--- src/rtl/pulse_counter_mod.sv ---
// -----------------------------------------------------------------------------
// pulse_counter_mod
//
// Configurable event tally. Counts qualified din events modulo MODULUS in the
// direction selected by up_dn, with synchronous clear/load, terminal-count,
// wrap pulse and sticky overflow reporting. SATURATE selects hold-at-end
// instead of wrap-around; EDGE_MODE qualifies din on its 0->1 transition.
//
// Parameters
//   WIDTH     counter width, 2..16
//   MODULUS   count range 0..MODULUS-1, 2..2^WIDTH
//   SATURATE  0 = wrap at range ends, 1 = hold at range ends
//   EDGE_MODE 0 = din level is the event, 1 = din rising edge is the event
//
// Ports
//   clk       sole clock, rising edge
//   reset_n   asynchronous active-low reset
//   din       event input
//   up_dn     direction, 1 = up, 0 = down
//   clear     synchronous clear (highest priority)
//   load      synchronous load of load_val (clamped to MODULUS-1)
//   load_val  value to load
//   z         registered count
//   tc        terminal count for the current direction (combinational)
//   wrap      one-cycle registered pulse after a wrap or blocked event
//   ovf       sticky overflow, cleared by clear or reset
// -----------------------------------------------------------------------------
module pulse_counter_mod #(
  parameter int WIDTH     = 4,
  parameter int MODULUS   = 16,
  parameter bit SATURATE  = 1'b0,
  parameter bit EDGE_MODE = 1'b0
) (
  input  logic             clk,
  input  logic             reset_n,
  input  logic             din,
  input  logic             up_dn,
  input  logic             clear,
  input  logic             load,
  input  logic [WIDTH-1:0] load_val,
  output logic [WIDTH-1:0] z,
  output logic             tc,
  output logic             wrap,
  output logic             ovf
);

  // MODULUS may equal 2^WIDTH, so the load comparison needs one extra bit.
  localparam logic [WIDTH:0]   MOD_EXT = (WIDTH+1)'(MODULUS);
  localparam logic [WIDTH-1:0] MAX_VAL = WIDTH'(MODULUS - 1);

  logic             event_q;
  logic [WIDTH-1:0] z_nxt;
  logic             wrap_nxt;
  logic             ovf_nxt;
  logic [WIDTH-1:0] load_clamped;
  logic             at_end;

  // ---------------------------------------------------------------------------
  // Event qualification
  // ---------------------------------------------------------------------------
  generate
    if (EDGE_MODE) begin : g_edge
      logic din_q;

      // din_q tracks din every cycle, independent of clear/load, so an edge
      // coinciding with a clear or load is consumed rather than deferred.
      always_ff @(posedge clk or negedge reset_n) begin
        if (!reset_n) begin
          din_q <= 1'b0;
        end else begin
          din_q <= din;
        end
      end

      assign event_q = din & ~din_q;
    end else begin : g_level
      assign event_q = din;
    end
  endgenerate

  // ---------------------------------------------------------------------------
  // Next-state computation: clear > load > event > hold
  // ---------------------------------------------------------------------------
  assign load_clamped = ({1'b0, load_val} < MOD_EXT) ? load_val : MAX_VAL;

  // z never leaves 0..MAX_VAL, so equality with the range end is sufficient.
  assign at_end = up_dn ? (z == MAX_VAL) : (z == '0);

  always_comb begin
    z_nxt    = z;
    wrap_nxt = 1'b0;
    ovf_nxt  = ovf;
    if (clear) begin
      z_nxt   = '0;
      ovf_nxt = 1'b0;
    end else if (load) begin
      z_nxt = load_clamped;
    end else if (event_q) begin
      if (at_end) begin
        wrap_nxt = 1'b1;
        ovf_nxt  = 1'b1;
        if (!SATURATE) begin
          z_nxt = up_dn ? '0 : MAX_VAL;
        end
      end else begin
        z_nxt = up_dn ? (z + WIDTH'(1)) : (z - WIDTH'(1));
      end
    end
  end

  // ---------------------------------------------------------------------------
  // State registers
  // ---------------------------------------------------------------------------
  always_ff @(posedge clk or negedge reset_n) begin
    if (!reset_n) begin
      z    <= '0;
      wrap <= 1'b0;
      ovf  <= 1'b0;
    end else begin
      z    <= z_nxt;
      wrap <= wrap_nxt;
      ovf  <= ovf_nxt;
    end
  end

  assign tc = at_end;

endmodule

--- config.mk ---
export PLATFORM = sky130hd
export DESIGN_NAME = pulse_counter_mod
export DESIGN_NICKNAME = d
export VERILOG_FILES = /design/src/rtl/pulse_counter_mod.sv
export SDC_FILE = /design/constraint.sdc
export NUM_CORES = 1
export LEC_CHECK = 0
export BUFFER_PORTS_ARGS = -buffer_cell sky130_fd_sc_hd__buf_4
export CORE_AREA = 2 2 39 41
export CTS_CLUSTER_DIAMETER = 120
export DETAILED_ROUTE_END_ITERATION = 10
export DIE_AREA = 0 0 41 43
export GPL_ROUTABILITY_DRIVEN = 0
export MAX_ROUTING_LAYER = met4
export PLACE_DENSITY_LB_ADDON = 0.25
export SLEW_MARGIN = 20
export SYNTH_ARGS = -nofsm -noshare
export SYNTH_HDL_FRONTEND = slang
export SYNTH_SLANG_ARGS = --single-unit
--- constraint.sdc ---
create_clock -name clk -period 1.66 [get_ports clk]
set_input_delay 0.083 -clock clk [delete_from_list [all_inputs] [get_ports clk]]
set_output_delay 0.083 -clock clk [all_outputs]
set_load 0.05 [all_outputs]
==> results.md <==
- Outcome: finished clean
- Syn nets: a little over 60
- Synthesized instance count: between 40 and 50
- CTS sink cnt: 6
- Initial drt markers: 4
- Reg-to-Reg Start: z[1]$_DFFE_PN0P_
- WL final: 1040 µm
- Largest net degree at the start of global routing: 11
- Power per standard cell area: between 700 and 800 nW/µm²
- Library cells used by synthesis: 22
- Detailed placement HPWL: ~820 µm
- Number of port buffers: 16
- Setup_tns: 0 ns
- R2r worst-path depth: 5
- Final nets: 86
- Setup WS post-layout: around 0.035 ns
- Drt pass-1 iters: 3
- Area delta synth->final: 51.4%
- Die height: around 43 µm
- Die area: approximately 1800 µm²
- Most common cell in the netlist: dfrtp_1
- First-pass GRT wire length: about 1700 µm
- Critical Path End: tc
- Max incr delay on CP: ~0.52 ns
- Final instance area: 656 µm²
- Cell taking the most area after synthesis: dfrtp_1
- CP startpoint: z[3]$_DFFE_PN0P_
- # setup viols final: 0
- Ports: 17
- Fillers: roughly 140
- Final Hold Fails: 0
- Synth Flop Type: dfrtp_1
- Setup slack, reg-to-reg: ~0.09 ns
- Fin crit share: 0.979
- WS Path Type: reg -> out
- Util after Layout: 0.474
- Crit path required time: ~1.6 ns
- Worst min-delay path class: in -> reg
- Initial antenna violation count: 0
- Routed Antenna Nets: 0
- TritonCTS clock tree: done
- Mapped cell area: around 430 µm²
- YS warnings: 0
- Reg2reg end: z[1]$_DFFE_PN0P_
- Routed length per instance: roughly 12 µm
- Critical Path AT: approximately 1.5 ns
- Slew headroom: 0.788
- Clk buf depth: 2
- Worst-Margin Slew: ~0.32 ns
- Total congestion overflow: 0
- TritonCTS Buffers: 3
- H-tree levels: 1
- Clk slew on worst S/H paths: ~0.050 ns
- Crit. End Element: output port
- Pins Over Slew Limit: 0
- Register bit count reported by yosys: 6
- Post-synth top cells: 6 x dfrtp_1, 5 x a21oi_1, 5 x inv_1
- Dpl ws: roughly 0.12 ns
- Reg area: around 160 µm²
- WHS Path Cells: 2
- Largest cells by area after synthesis: dfrtp_1 35%, a21oi_1 5.8%, ha_1 5.8%
- Minimum clock period: between 1.5 and 2 ns
- Core area: 1380 µm²
- Largest driver fanout on the critical path: 3
- Peak VDD IR: 0.592 mV
- Share of the synthesized area in the top cell type: 0.347
- Post-synth ARST share: 1.00
- Routed vias/inst: between 4 and 5
- Leakage: around 0.31 nW
- Drt drc: 0
- Ratio of cells with drive above 1 in the final layout: 0.458
- Clock Skew: around 0.0063 ns
- Max Clk Rate: between 600 and 700 MHz
- Post-synth EDFFs: 0
- Multi-input logic area: 275 µm²
- Site Rows: 14
- WHS: 0.0536 ns
- Root Buffer: clkbuf_4
- Syn Area/Cell: about 8.8 µm²
- Die Wd: roughly 40 µm
- Ant. Diodes: 0
- RSZ-0062 raised after global routing: yes
- Via count of the first global-routing pass: roughly 420
- Total GRT Usage: 0.156
- CP cell instances: or4_4, nand2b_4, nand2_4, buf_8
- Seq/Total Area, Yosys: 0.347
- Area after DPL: between 500 and 600 µm²
- Initial Util: 0.313
- Max Cap Violations: 0
- Worst skew pair latency: between 0.2 and 0.25 ns
- Vias: approximately 420
- Startpoint Class: register
- Crit-path slowest cell: or4_4
## cells by family (layout without fill, tap and decap cells)
logic type               after synthesis  after routing  synth area share
flip-flops                             6              6             0.347
adder cells (fa/ha/maj)                3              3             0.104
AO/OA/AOI/OAI                         13             13             0.197
AND/OR/NAND/NOR                       17             17             0.220
XOR/XNOR                               4              4            0.0809
buffers and inverters                  6             29            0.0520
## area by class of cell
cell class,instances,share of cell area
multi-input cells,37,0.420
repair buffers,20,0.244
flip-flops and latches,6,0.237
clock buffers,4,0.0401
well taps,16,0.0305
inverters,5,0.0286
## state kept, by name (all words and copies together), names as in the netlist
name / flops
ovf: 1
z: 4
wrap: 1
## routing by layer
layer	wire, µm	vias to the layer above	part of all wire	global-route usage
met4	0	0	0	0.0600
met5	0	-	0	-
met3	42	0	0.040	0.0471
met2	519	14	0.50	0.231
met1	478	187	0.46	0.191
li1	-	217	-	-
## per-stage QoR
step | std cells | power (mW)
2_1_floorplan | 49 | 0.289
4_1_cts | 87 | 0.514
6_report | 88 | 0.508
5_1_grt | 88 | 0.543
3_5_place_dp | 81 | 0.351
3_3_place_gp | 81 | 0.352
## power by group
part | internal, mW | leakage (nW) | switching (mW) | total, mW
Clock | 0.0909 | 0.0150 | 0.0507 | 0.142
Combinational | 0.0869 | 0.224 | 0.112 | 0.199
Sequential | 0.158 | 0.0740 | 0.00957 | 0.168
Total | 0.336 | 0.313 | 0.172 | 0.508
## worst min-delay path by stage
stage / start / slack (ns) / endpoint
2_1_floorplan: reset_n / -0.21 / ovf$_DFFE_PN0P_
3_3_place_gp: reset_n / -0.11 / wrap$_DFF_PN0_
3_5_place_dp: reset_n / -0.11 / wrap$_DFF_PN0_
4_1_cts: clear / 0.04 / z[2]$_DFFE_PN0P_
5_1_grt: clear / 0.05 / z[2]$_DFFE_PN0P_
6_report: clear / 0.05 / z[2]$_DFFE_PN0P_
## critical path: cells and delay by family (launching register included)
kind          cells  cell delay (ns)
buf+inv           1             0.14
simple gates      3             0.75
flops             1             0.40
## cells in the final DEF (no fill, tap or decap), types with 3 or more instances in the layout
cell type  netlist  final
clkbuf_4         0      3
inv_1            5      3
a21oi_1          5      5
buf_4            0     18
dfrtp_2          0      4
nor3_1           3      3
nor2_1           4      4
## timing repair
| item | CTS | global route |
|---|---|---|
| setup endpoints to repair | 1 | 1 |
| setup buffers | 1 | 1 |
| endpoints found under the hold margin | 6 | 0 |
| hold buffers | 1 | 0 |
| gates resized for setup | 3 | 1 |
(Power assumes the default switching activity.)
